===== src/rtl/tmr_pkg.sv =====
// Shared definitions for the interval timer: register selects, CTRL bit layout
// and the I/O base decode value.
package tmr_pkg;

    typedef enum logic {
        TMR_REG_CTRL = 1'b0,
        TMR_REG_DIV  = 1'b1
    } tmr_reg_e;

    localparam int TMR_CTRL_EXP = 0;
    localparam int TMR_CTRL_IEN = 1;

    localparam logic [7:0] TMR_IO_BASE = 8'h00;

    function automatic logic [31:0] tmr_ctrl_word(input logic ien, input logic exp_flag);
        logic [31:0] w;
        w = 32'h0;
        w[TMR_CTRL_IEN] = ien;
        w[TMR_CTRL_EXP] = exp_flag;
        return w;
    endfunction

endpackage


===== src/rtl/tmr_prescaler.sv =====
// Free-running prescaler: one-cycle tick every PRE_DIV clocks, phase reset by restart.
module tmr_prescaler #(
    parameter int PRE_DIV = 50
) (
    input  logic clk,
    input  logic reset_n,
    input  logic restart,
    output logic tick
);

    localparam int W = (PRE_DIV > 1) ? $clog2(PRE_DIV) : 1;
    localparam logic [W-1:0] LAST = W'(PRE_DIV - 1);

    logic [W-1:0] pre_cnt;

    always_ff @(posedge clk or negedge reset_n) begin
        if (!reset_n) begin
            pre_cnt <= '0;
        end else if (restart || pre_cnt == LAST) begin
            pre_cnt <= '0;
        end else begin
            pre_cnt <= pre_cnt + 1'b1;
        end
    end

    assign tick = (pre_cnt == LAST);

endmodule


===== src/rtl/tmr.sv =====
// Programmable interval timer: prescaled 32-bit reloading down-counter with a
// sticky expiry flag, interrupt enable and a one-wait-state bus handshake.
module tmr
    import tmr_pkg::*;
#(
    parameter int          PRE_DIV   = 50,
    parameter logic [31:0] DIV_RESET = 32'h0000C350
) (
    input  logic        clk,
    input  logic        reset_n,
    input  logic        en,
    input  logic        wr,
    input  logic        addr2,
    input  logic [31:0] data_in,
    output logic [31:0] data_out,
    output logic        wt,
    output logic        irq
);

    logic        ack;
    logic        exp_flag;
    logic        ien;
    logic [31:0] divisor;
    logic [31:0] counter;
    logic        tick;
    logic        wr_commit;
    logic        ctrl_wr;
    logic        div_wr;
    logic        expire;

    assign wr_commit = en & ack & wr;
    assign ctrl_wr   = wr_commit & (tmr_reg_e'(addr2) == TMR_REG_CTRL);
    assign div_wr    = wr_commit & (tmr_reg_e'(addr2) == TMR_REG_DIV);

    // A DIV write in a tick cycle wins, so it also suppresses that cycle's expiry.
    assign expire = tick & ~div_wr & (divisor != 32'h0) & (counter == 32'h1);

    tmr_prescaler #(.PRE_DIV(PRE_DIV)) u_prescaler (
        .clk     (clk),
        .reset_n (reset_n),
        .restart (div_wr),
        .tick    (tick)
    );

    always_ff @(posedge clk or negedge reset_n) begin
        if (!reset_n) begin
            ack <= 1'b0;
        end else begin
            ack <= en & ~ack;
        end
    end

    assign wt = en & ~ack;

    always_ff @(posedge clk or negedge reset_n) begin
        if (!reset_n) begin
            divisor <= DIV_RESET;
            counter <= DIV_RESET;
        end else if (div_wr) begin
            divisor <= data_in;
            counter <= data_in;
        end else if (tick && divisor != 32'h0) begin
            if (counter == 32'h1 || counter == 32'h0) begin
                counter <= divisor;
            end else begin
                counter <= counter - 32'h1;
            end
        end
    end

    // Expiry outranks a software clear so an interrupt is never lost.
    always_ff @(posedge clk or negedge reset_n) begin
        if (!reset_n) begin
            exp_flag <= 1'b0;
            ien      <= 1'b0;
        end else begin
            if (expire) begin
                exp_flag <= 1'b1;
            end else if (ctrl_wr) begin
                exp_flag <= data_in[TMR_CTRL_EXP];
            end
            if (ctrl_wr) begin
                ien <= data_in[TMR_CTRL_IEN];
            end
        end
    end

    always_comb begin
        data_out = 32'h0;
        if (en) begin
            case (tmr_reg_e'(addr2))
                TMR_REG_CTRL: data_out = tmr_ctrl_word(ien, exp_flag);
                TMR_REG_DIV:  data_out = divisor;
                default:      data_out = 32'h0;
            endcase
        end
    end

    assign irq = exp_flag & ien;

endmodule


===== config.mk =====
export PLATFORM = sky130hd
export DESIGN_NAME = tmr
export DESIGN_NICKNAME = d
export VERILOG_FILES = /design/src/rtl/tmr_pkg.sv /design/src/rtl/tmr_prescaler.sv /design/src/rtl/tmr.sv
export SDC_FILE = /design/constraint.sdc
export NUM_CORES = 1
export LEC_CHECK = 0
export ABC_AREA = 1
export BUFFER_PORTS_ARGS = -buffer_cell sky130_fd_sc_hd__buf_4
export CORE_ASPECT_RATIO = 1.5
export CORE_MARGIN = 3
export CORE_UTILIZATION = 50
export CTS_CLUSTER_DIAMETER = 40
export DETAILED_ROUTE_END_ITERATION = 6
export GPL_ROUTABILITY_DRIVEN = 0
export HOLD_SLACK_MARGIN = 0.06
export PLACE_DENSITY = 0.74
export SLEW_MARGIN = 20
export SYNTH_ARGS = -nofsm -noshare
export SYNTH_HDL_FRONTEND = slang
export SYNTH_SLANG_ARGS = --single-unit

===== constraint.sdc =====
create_clock -name clk -period 2 [get_ports clk]
set_clock_uncertainty 0.2 [all_clocks]
set_input_delay 0.3 -clock clk [delete_from_list [all_inputs] [get_ports clk]]
set_output_delay 0.3 -clock clk [all_outputs]
set_load 0.02 [all_outputs]

== Yosys cells after proc, flatten, opt, wreduce, memory -nomap -nowiden ==
Index checks and enable logic that the tools add are counted.
W data, S select, Z words.
Storage, ports and cells
  input bits: 37
  memories: 0
  bits in latches: 0
  bits in writable memories: 0
  flip-flop bits (word level): 73
  logic and storage cells: 37
  output and inout bits: 34
  ROM bits: 0
Cells by class
  bitwise logic cells: 12
  div/mod/pow operators: 0
  $add $sub $neg: 2
  shift-type cells: 0
  magnitude comparators: 0
  equality and inequality tests: 2
  reduce and logical (&&, ||, !) cells: 7
  multiplexer cells: 8
  multipliers: 0
Operators by type and width (number)
  $mux W32: 4
  $pmux W32 S2: 1
  $eq A32 B1 Y1 const B: 1
  $logic_not A32 Y1: 1
  $reduce_bool A32 Y1: 1
  $sub A32 B1 Y32 const B: 1
  $and A1 B1 Y1: 9
  $add A6 B1 Y6 const B: 1
  $eq A6 B6 Y1 const B: 1
  $mux W6: 1
  $reduce_bool A2 Y1: 2
  $not A1 Y1: 3
  $logic_or A1 B1 Y1: 2
  $mux W1: 2
  $logic_and A1 B1 Y1: 1

== Logic depth before layout (Yosys ltp) ==
Gate-level depths: netlist of the first run.
  depth after elaboration: 8
  gate-level depth with buffers: 12
  gate-level depth less buffers: 11

== Cells and area by module ==
A second synthesis of the first run with hierarchy kept.
Second synthesis, totals
  cells, all modules: 724
  area total of the unflattened synthesis: 4808.4 µm²
Modules (own cells, without submodules)
  tmr: area each 4471.8 µm², instances 1, sequential area each 1691.6 µm², cells each 687
  tmr_prescaler: area each 336.6 µm², instances 1, sequential area each 150.1 µm², cells each 37

== Worst setup path before layout of the first run ==
OpenSTA, ideal clock, no wires.
  kind: reg2reg
  start: register u_prescaler.pre_cnt[1]
  end: register counter[29]
  slack: 178 ps
  arrival: 1505 ps
  cell stages (with the launch flop): 11
  data required time: 1683 ps
  path buffers: 1
  setup time: 117 ps
  clock period less this slack: 1822 ps
  path through: dfrtp_1 > inv_1 > ha_1 > inv_1 > nor4_1 > o21ai_1 > nand2_1 > buf_2 > nand3_1 > nor2_1 > nor2_1
Between the ends
  longest elaborated chain between the ends: 3
RTL lines
  from (decl): line tmr_prescaler.sv:14  | logic [W-1:0] pre_cnt;
  from (signal assigned): line tmr_prescaler.sv:22  | pre_cnt <= pre_cnt + 1'b1;
  $eq A6 B6 Y1: line tmr_prescaler.sv:26  | assign tick = (pre_cnt == LAST);
  $logic_and A1 B1 Y1: line tmr.sv:62  | end else if (tick && divisor != 32'h0) begin
  $reduce_bool A2 Y1 (no source line)
  to (signal assigned): line tmr.sv:61  | counter <= data_in;
  to (signal assigned): line tmr.sv:64  | counter <= divisor;
  to (signal assigned): line tmr.sv:66  | counter <= counter - 32'h1;
  to (decl): line tmr.sv:24  | logic [31:0] counter;
No other way between the ends.
A chain may end at the register's enable or synchronous reset.

== Worst setup path after layout of the first run ==
  start: register counter[1]
  end: register counter[0]
Between the ends
  longest elaborated chain between the ends: 5
  elaborated cells on any way between the ends: 6
  classes of those cells: eq/ne (1); mux (3); reduce/logical (2)
RTL lines
  $eq A32 B1 Y1 / $logic_not A32 Y1 (equally long branches): line tmr.sv:63  | if (counter == 32'h1 || counter == 32'h0) begin
  $logic_or A1 B1 Y1 *: line tmr.sv:63
  $mux W32 *: line tmr.sv:63
  $mux W32 *: line tmr.sv:62
  $mux W32 *: line tmr.sv:59  | end else if (div_wr) begin
Mark *: on every way between the ends. The rest lies on a longest branch, timed or not. The select of a mux whose other input is x is not followed.

==> summary.txt, run 1 <==
Outcome
  • Status: complete, no violations

Yosys
  • Total of warnings raised by yosys: 0
  • Post-synthesis async set-or-reset flop share: 100%
  • Post-synthesis register bit count: 73
  • Synth Area in Adders: 1.35%
  • Mean Syn Cell Area: 6.75 um^2
  • Mux cell area share after synthesis: 0.459%
  • Syn Std Cell Area: 0.00463 mm^2
  • Syn Inst Count: 686
  • Ys flop type: dfrtp_1
  • Fraction of the mapped netlist area in simple logic gates: 38.5%
  • Seq/Total Area, Yosys: 39.8%
  • Yosys cell types: 33
  • Main combinational cell family by area after synthesis: simple AND/OR/NAND/NOR gates
  • Post-Syn Nets: 728
  • Compound-Gate Fraction of Synth Area: 7.95%
  • EDFF count, synth: 0
  • Synth Area in XOR/XNOR: 3.78%

STA
  • Part of the cycle the worst path needs: 97.7%
  • Post-route minimum period: 1.95 ns
  • Relative slew slack: 62.7%
  • TNS Setup: 0 ns
  • Final Hold Violating Endpoints: 0
  • Unrepaired setup endpoints after global routing: true
  • Final setup fails: 0
  • Max frequency: 512 MHz
  • Worst hold slack: 0.0564 ns
  • Final worst slack: 0.0456 ns
  • Worst-margin pin slew: 0.554 ns
  • Pins Over Slew Limit: 0

Layout
  • Ratio of cells with drive above 1 in the final layout: 24.0%
  • Area occupied by multi-input gates: 0.00255 mm^2
  • N_diodes: 0
  • Most frequent cells in the layout: nand2_1, nor2_1, buf_4, inv_1, dfrtp_1
  • Number of fill cells in the layout: 723
  • Nets: 858
  • Commonest non-fill, non-tap cell in the layout: nand2_1
  • Area Overhead vs Synth: 36.8%
  • Register area: 0.00184 mm^2

Worst setup path
  • Kind of end point of the critical path: flop
  • Setup CP Type: reg -> reg
  • Critical Path RT: 2.02 ns
  • Max FO, Critical Path: 12
  • Crit start category: flop
  • CP arrival: 1.97 ns

Clocking
  • Clock buffer count from CTS: 9
  • CTS tree: done
  • Clock Sinks: 73
  • Root Buffer: clkbuf_16
  • CTS H-tree lvls: 3
  • Clock Latency Late Sink: 0.34 ns
  • CTS clock-pin slew for the worst setup and hold paths: 0.06 ns
  • Max clock buf depth: 2

Placement
  • Post-DP HPWL: 9.89 mm
  • # port buffers: 70
  • Pre-CTS setup slack: -0.0610 ns

Drt
  • DR iter-0 viols: 280
  • Per-cell routed wire length: 14.6 um
  • Antenna viol nets, final: 0
  • Via density: 5.19
  • Drt pass-1 iters: 5
  • Total Routed Length: 13.6 mm
  • Detailed-route DRC error count: 0
  • Via count: 4,830

Pwr
  • Leak pwr: 3.20 nW
  • Power density over the cells: 1120 mW/mm^2
  • VDD IR max: 0.665 mV
  • Total power: 7.10 mW

Global route
  • Number of global-route vias before repair: 4,841
  • Gr usage total: 27.0%
  • Initial antenna violation count: 0
  • Largest net degree at the start of global routing: 46
  • First-pass GRT wire length: 22.2 mm
  • GRT Residual Overflow: 0

Floorplan
  • Die W: 84.6 um
  • Chip Height: 124 um
  • Initial core utilization: 51.8%
  • Core area: 0.00893 mm^2
  • I/O pins: 71
  • # rows: 42
  • Die area: 0.0105 mm^2

Min path
  • Hold WC Path Type: in -> reg

Run
  • Max cap viols: 0
-- critical path, stage by stage, from the launching register on --
cell and delay, ns:
dfrtp_1 0.41, inv_2 0.10, ha_2 0.23, nor2_4 0.06, nand3b_1 0.20, nor2_4 0.16
buf_6 0.17, nand2_1 0.07, o211ai_1 0.11, nand3_1 0.10
-- logic make-up after synthesis --
kind of cell    Yosys count
compound gates           71
xor+xnor                 20
fa+ha+maj                 5
buf+inv                  89
flops                    73
mux                       2
simple gates            426
-- sequential cells by signal, summed over array words and instances (netlist names) --
name                 count
counter                 32
divisor                 32
u_prescaler.pre_cnt      6
ack                      1
exp_flag                 1
ien                      1
-- through the flow --
stage | instances | util [%] | cell area (um^2)
2_1_floorplan | 686 | - | 4630
3_3_place_gp | 880 | 61.6 | 5500
3_5_place_dp | 880 | 61.6 | 5500
4_1_cts | 926 | 69.0 | 6160
5_1_grt | 931 | 70.9 | 6330
6_report | 931 | 70.9 | 6330
-- metal layers --
| metal | share of wire (%) | GRT usage (%) | vias to the layer above |
|---|---|---|---|
| met5 | 0 | 0 | - |
| met4 | 4.9 | 15.1 | 0 |
| met3 | 4.6 | 5.10 | 45 |
| met2 | 55 | 50.8 | 137 |
| met1 | 35 | 27.8 | 2262 |
| li1 | - | - | 2386 |
-- synthesized netlist by cell type, types with 4 or more instances --
cell type / n / area, um^2
inv_1: 63 / 236
a31oi_1: 4 / 25.0
buf_2: 10 / 50.1
nor2_4: 10 / 113
dfstp_2: 12 / 315
clkbuf_1: 8 / 30.0
nor2_1: 155 / 582
nor2_2: 8 / 50.1
inv_2: 4 / 15.0
dfrtp_1: 61 / 1530
o21ai_1: 9 / 45.0
ha_1: 5 / 62.6
xor2_1: 13 / 114
a21oi_1: 21 / 105
xnor2_1: 7 / 61.3
o21ai_0: 34 / 170
nand3_1: 26 / 130
nand2_1: 207 / 777
buf_6: 4 / 45.0
-- path summary, 6_finish.rpt --
path                                   startpoint                       to  slack, ns  cells after the start
max                        counter[1]$_DFFE_PN0P_   counter[0]$_DFFE_PN0P_       0.05                      9
min in group asynchronous                 reset_n   counter[0]$_DFFE_PN0P_       0.20                      2
max reg2reg                counter[1]$_DFFE_PN0P_   counter[0]$_DFFE_PN0P_       0.05                      9
min reg2reg                         ack$_DFF_PN0_            ack$_DFF_PN0_       0.28                      1
min                                   data_in[31]  divisor[31]$_DFFE_PN0P_       0.06                      3
max in group asynchronous                 reset_n   divisor[8]$_DFFE_PN1P_       0.79                      3
-- timing repair --
item	4_1_cts	5_1_grt
gates cloned	0	1
gates resized for setup	3	40
setup endpoints to repair	6	34
pin swaps	0	7
hold buffers	30	0
setup buffers	0	4
hold endpoints to repair	99	0
-- final cells by class --
class,instances,share of cell area [%]
clock inverters,5,1.62
well taps,110,2.17
repair buffers,140,18.9
multi-input cells,525,40.3
inverters,67,3.97
flip-flops and latches,73,29.1
clock buffers,11,3.83
-- report_power, final --
group          internal, mW  total, mW  switching, mW
registers              2.06       2.55          0.495
logic                  1.17       2.66           1.49
clock network          1.25       1.88          0.629
total                  4.48       7.10           2.61
Note: power is estimated with default switching activity, not from simulation.
==> run 2, diff against run 1 <==
--- a/config.mk
+++ b/config.mk
@@ -10,6 +10,7 @@
 export CORE_ASPECT_RATIO = 1.5
 export CORE_MARGIN = 3
 export CORE_UTILIZATION = 50
+export CTS_BUF_LIST = sky130_fd_sc_hd__clkbuf_16
 export CTS_CLUSTER_DIAMETER = 40
 export DETAILED_ROUTE_END_ITERATION = 6
 export GPL_ROUTABILITY_DRIVEN = 0
==> summary.txt, run 2 (same netlist as run 1, synthesis figures left out) <==
Pwr
  • Leak pwr: 3.21 nW
  • Power density over the cells: 1120 mW/mm^2
  • Clock power frac: 25.7%
  • Comb power frac: 38.3%
  • Net Sw Power: 2.71 mW
  • Switch share: 37.7%
  • Internal power: 4.47 mW
  • VDD IR max: 0.642 mV
  • Flop pwr share: 36.0%

Layout
  • Nets: 859
  • Number of fill cells in the layout: 702
  • Register area: 0.00185 mm^2
  • Area occupied by multi-input gates: 0.00265 mm^2
  • Commonest non-fill, non-tap cell in the layout: nand2_1
  • Ratio of cells with drive above 1 in the final layout: 27.0%
  • Largest registers: counter x32, divisor x32, u_prescaler.pre_cnt x6
  • Post-route insts no fill: 932
  • Most frequent cells in the layout: nand2_1, nor2_1, buf_4, inv_1, dfrtp_1
  • N_diodes: 0
  • Area Overhead vs Synth: 38.9%

Outcome
  • Status: finished, violations left
  • Failing checks: setup timing

Min path
  • Hold WC Path Type: in -> reg
  • Hold path start: data_in[16]

Worst setup path
  • Setup CP Type: reg -> reg
  • CP arrival: 2.10 ns
  • CP dominant cell by count: nor2_4
  • CP peak stage delay: 0.43 ns
  • Kind of end point of the critical path: flop
  • Worst setup path startpoint: counter[20]$_DFFE_PN0P_
  • Max FO, Critical Path: 7
  • Critical Path RT: 2.08 ns
  • Crit start category: flop
  • Reg2reg start: counter[20]$_DFFE_PN0P_
  • Critical path cell sequence: nor2_4 > nand2_2 > nor2_4 > inv_2 > nor2_4 > nand2_4 > nand3_1 > nand2_1 > a21oi_2
  • Slowest CP cell: dfrtp_1

Run
  • Max cap viols: 0

Drt
  • Antenna viol nets, final: 0
  • Via density: 5.31
  • Detailed-route DRC error count: 0
  • Via count: 4,952
  • Per-cell routed wire length: 15.1 um
  • Drt pass-1 iters: 5
  • DR iter-0 viols: 276
  • Total Routed Length: 14.1 mm

STA
  • Final worst slack: -0.0176 ns
  • Final setup fails: 5
  • TNS Setup: -0.0511 ns
  • Unrepaired setup endpoints after global routing: true
  • Relative slew slack: 58.8%
  • Post-route minimum period: 2.02 ns
  • Final Hold Violating Endpoints: 0
  • Part of the cycle the worst path needs: 101%
  • Pins Over Slew Limit: 0
  • Max frequency: 496 MHz
  • Worst-margin pin slew: 0.611 ns

Placement
  • DP Cell Count: 880
  • # port buffers: 70
  • Post-DP HPWL: 9.89 mm

Global route
  • Largest net degree at the start of global routing: 46
  • Number of global-route vias before repair: 4,877
  • Initial antenna violation count: 0
  • First-pass GRT wire length: 22.3 mm
  • GRT Residual Overflow: 0
  • Gr usage total: 27.1%

Floorplan
  • Chip Height: 124 um
  • Die area: 0.0105 mm^2
  • Die W: 84.6 um
  • I/O pins: 71
  • Initial core utilization: 51.8%
  • # rows: 42
  • Core area: 0.00893 mm^2

Clocking
  • CTS H-tree lvls: 3
  • CTS tree: done
  • Clock Sinks: 73
  • Root Buffer: clkbuf_16
  • Clock Latency Late Sink: 0.35 ns
  • CTS clock-pin slew for the worst setup and hold paths: 0.06 ns
  • Max clock buf depth: 2
  • Clock buffer count from CTS: 9
-- run 2: worst paths after layout --
kind	slack (ns)	to	cells past startpoint
min reg2reg	0.28	ack$_DFF_PN0_	1
max in group asynchronous	0.79	divisor[9]$_DFFE_PN1P_	3
min in group asynchronous	0.20	ack$_DFF_PN0_	2
max reg2reg	-0.02	counter[2]$_DFFE_PN0P_	9
max	-0.02	counter[2]$_DFFE_PN0P_	9
min	0.05	divisor[16]$_DFFE_PN0P_	3
-- run 2: metal layers --
layer  share of wire [%]  up-vias  track usage (%)
li1                    -     2380                -
met1                  36     2343             27.9
met2                  54      173             50.4
met3                 5.1       56             5.23
met4                 5.4        0             16.4
met5                   0        -                0
-- run 2: metrics by stage --
stage	utilization, %	power (mW)	setup WS [ns]	cell area, um^2	hold slack [ns]
2_1_floorplan	-	4.05	0.178	4630	-0.196
3_3_place_gp	61.6	4.87	0.0335	5500	0.0199
3_5_place_dp	61.6	4.94	-0.0610	5500	0.0242
4_1_cts	68.9	6.87	0.00342	6160	0.0601
5_1_grt	72.0	7.68	-0.123	6430	0.0874
6_report	72.0	7.18	-0.0176	6430	0.0534
-- run 2: timing repair --
action	CTS	global route
hold endpoints to repair	99	0
cloned	0	2
pin swaps	0	15
hold buffers	30	0
buffers inserted	0	4
endpoints found under the setup margin	6	34
resized for setup	4	67
-- run 2: layout make-up --
type,instances,area share [%]
Tap cell,110,2.14
Clock buffer,9,3.50
Sequential cell,73,28.7
Timing Repair Buffer,140,18.9
Clock inverter,7,1.71
Inverter,67,3.91
Multi-Input combinational cell,526,41.2
-- run 2: power groups by stage --
| stage | Combinational [mW] | Clock [mW] | Sequential (mW) |
|---|---|---|---|
| after CTS | 2.50 | 1.87 | 2.51 |
| after global placement | 2.37 | 0 | 2.50 |
| final | 2.75 | 1.85 | 2.58 |
| after global routing | 3.09 | 1.94 | 2.65 |
| after detailed placement | 2.43 | 0 | 2.52 |
| after floorplan | 1.59 | 0 | 2.47 |
-- run 2: worst max-delay path, delay by kind of cell (launching register included) --
| kind | cells | cell delay, ns |
|---|---|---|
| flip-flops | 1 | 0.43 |
| buffers and inverters | 1 | 0.08 |
| AO/OA/AOI/OAI | 1 | 0.15 |
| AND/OR/NAND/NOR | 7 | 1.09 |
==> run 3, diff against run 2 <==
--- a/config.mk
+++ b/config.mk
@@ -9,13 +9,12 @@
 export BUFFER_PORTS_ARGS = -buffer_cell sky130_fd_sc_hd__buf_4
 export CORE_ASPECT_RATIO = 1.5
 export CORE_MARGIN = 3
-export CORE_UTILIZATION = 50
+export CORE_UTILIZATION = 35
 export CTS_BUF_LIST = sky130_fd_sc_hd__clkbuf_16
 export CTS_CLUSTER_DIAMETER = 40
 export DETAILED_ROUTE_END_ITERATION = 6
 export GPL_ROUTABILITY_DRIVEN = 0
 export HOLD_SLACK_MARGIN = 0.06
-export PLACE_DENSITY = 0.74
 export SLEW_MARGIN = 20
 export SYNTH_ARGS = -nofsm -noshare
 export SYNTH_HDL_FRONTEND = slang
==> summary.txt, run 3 (same netlist as run 1, synthesis figures left out) <==
Min path
  • Hold WC Path Type: in -> reg
  • Hold path start: wr
  • Min-Delay Endpoint: exp_flag$_DFFE_PN0P_
  • Hold depth: 4

Global route
  • Initial antenna violation count: 0
  • Number of global-route vias before repair: 4,814
  • Largest net degree at the start of global routing: 42
  • GRT Residual Overflow: 0
  • Gr usage total: 19.5%
  • First-pass GRT wire length: 22.8 mm

Layout
  • Area Overhead vs Synth: 42.8%
  • Nets: 875
  • Most frequent cells in the layout: nand2_1, nor2_1, buf_4, inv_1, dfrtp_1
  • Largest registers: counter x32, divisor x32, u_prescaler.pre_cnt x6
  • N_diodes: 0
  • Area occupied by multi-input gates: 0.00267 mm^2
  • Number of fill cells in the layout: 1,216
  • Commonest non-fill, non-tap cell in the layout: nand2_1
  • Ratio of cells with drive above 1 in the final layout: 27.7%
  • Register area: 0.00185 mm^2

Clocking
  • Root Buffer: clkbuf_16
  • CTS tree: done
  • CTS clock-pin slew for the worst setup and hold paths: 0.06 ns
  • Clock Sinks: 73
  • Clock Latency Late Sink: 0.35 ns
  • CTS H-tree lvls: 3
  • Max clock buf depth: 2
  • Clock buffer count from CTS: 9

Placement
  • # port buffers: 70
  • Post-DP HPWL: 10.3 mm

Worst setup path
  • Setup CP Type: reg -> reg
  • Critical path cell sequence: inv_2 > ha_4 > nor2_4 > nand3b_1 > nor2_4 > buf_6 > nor2_4 > buf_12 > buf_8 > nand3_1 > nand2_1 > nand2_1 > nand2_1
  • Crit start category: flop
  • Reg2Reg Depth: 13
  • Reg-to-reg slack, setup: -0.07 ns
  • Slowest CP cell: dfrtp_1
  • Critical Path RT: 2.04 ns
  • Max FO, Critical Path: 10
  • Reg2reg start: counter[1]$_DFFE_PN0P_
  • CP peak stage delay: 0.41 ns
  • CP arrival: 2.11 ns
  • Kind of end point of the critical path: flop
  • R2R Path End: counter[31]$_DFFE_PN0P_
  • Worst setup path startpoint: counter[1]$_DFFE_PN0P_

Floorplan
  • Die W: 99.9 um
  • Die area: 0.0147 mm^2
  • Initial core utilization: 36.5%
  • I/O pins: 71
  • # rows: 50
  • Chip Height: 147 um
  • Core area: 0.0127 mm^2

STA
  • Unrepaired setup endpoints after global routing: true
  • Worst-margin pin slew: 0.520 ns
  • Worst hold slack: 0.166 ns
  • Part of the cycle the worst path needs: 104%
  • Max frequency: 482 MHz
  • Relative slew slack: 65.0%
  • Final setup fails: 6
  • Final worst slack: -0.0744 ns
  • Post-route minimum period: 2.07 ns
  • TNS Setup: -0.293 ns
  • Final Hold Violating Endpoints: 0
  • Pins Over Slew Limit: 0

Drt
  • DR iter-0 viols: 188
  • Detailed-route DRC error count: 0
  • Via count: 4,871
  • Antenna viol nets, final: 0
  • Total Routed Length: 14.5 mm
  • Via density: 4.90
  • Drt pass-1 iters: 5
  • Per-cell routed wire length: 14.5 um

Pwr
  • Leak pwr: 3.26 nW
  • Power density over the cells: 1040 mW/mm^2
  • VDD IR max: 0.492 mV

Run
  • Max cap viols: 0

Outcome
  • Status: finished, violations left
  • Failing checks: setup timing
## run 3: cell types whose count changed in the layout (fill, tap and decap cells not counted), sizes merged
cell | previous run | this run
buf | 110 | 122
bufinv | 3 | 0
dlygate4sd3 | 30 | 33
clkinv | 2 | 4
clkbuf | 9 | 10
inv | 68 | 69
## run 3: repair_timing
item | in CTS | in global routing
hold buffers | 33 | 0
buffers inserted | 3 | 18
endpoints found under the hold margin | 66 | 0
cloned | 0 | 3
endpoints found under the setup margin | 14 | 34
pin swaps | 2 | 13
gates resized for setup | 7 | 74
## run 3: metrics by stage
stage	util (%)	area (um^2)	cells	setup WS, ns	total power, mW
CTS	48.6	6170	975	-0.0250	6.53
floorplan	-	4630	686	0.178	4.05
detailed placement	43.4	5510	923	-0.0657	4.93
global placement	43.4	5510	923	-0.0272	4.88
global route	52.1	6610	994	-0.152	7.37
finish	52.1	6610	994	-0.0744	6.87
## run 3: per-layer routing
metal	GRT usage, %	routed length, um	up-vias
met1	21.7	5630	2305
met2	35.9	7820	125
met5	0	0	-
met4	9.02	490	0
li1	-	-	2411
met3	2.85	521	30
## run 3: layout make-up
cell class | instances | share of cell area, %
multi-input cells | 526 | 40.3
flip-flops and latches | 73 | 28.0
repair buffers | 156 | 20.8
inverters | 67 | 3.84
clock buffers | 9 | 3.41
well taps | 156 | 2.95
clock inverters | 7 | 0.700
## run 3: worst max path at each step
stage / end / slack (ns) / cells after the start
floorplan: counter[29]$_DFFE_PN0P_ / 0.18 / 10
global placement: counter[5]$_DFFE_PN0P_ / -0.03 / 9
detailed placement: counter[5]$_DFFE_PN0P_ / -0.07 / 9
CTS: counter[30]$_DFFE_PN0P_ / -0.02 / 12
global route: counter[31]$_DFFE_PN0P_ / -0.15 / 13
finish: counter[31]$_DFFE_PN0P_ / -0.07 / 13
## run 3: worst max-delay path, delay by kind of cell (launching register included)
family	cells	cell delay, ns
buf+inv	4	0.53
flops	1	0.41
fa+ha+maj	1	0.17
simple gates	8	0.66
## run 3: report_power, final
part	internal, mW	switching (mW)
Sequential	2.07	0.547
Clock	0.837	0.677
Combinational	1.24	1.51
Total	4.14	2.73
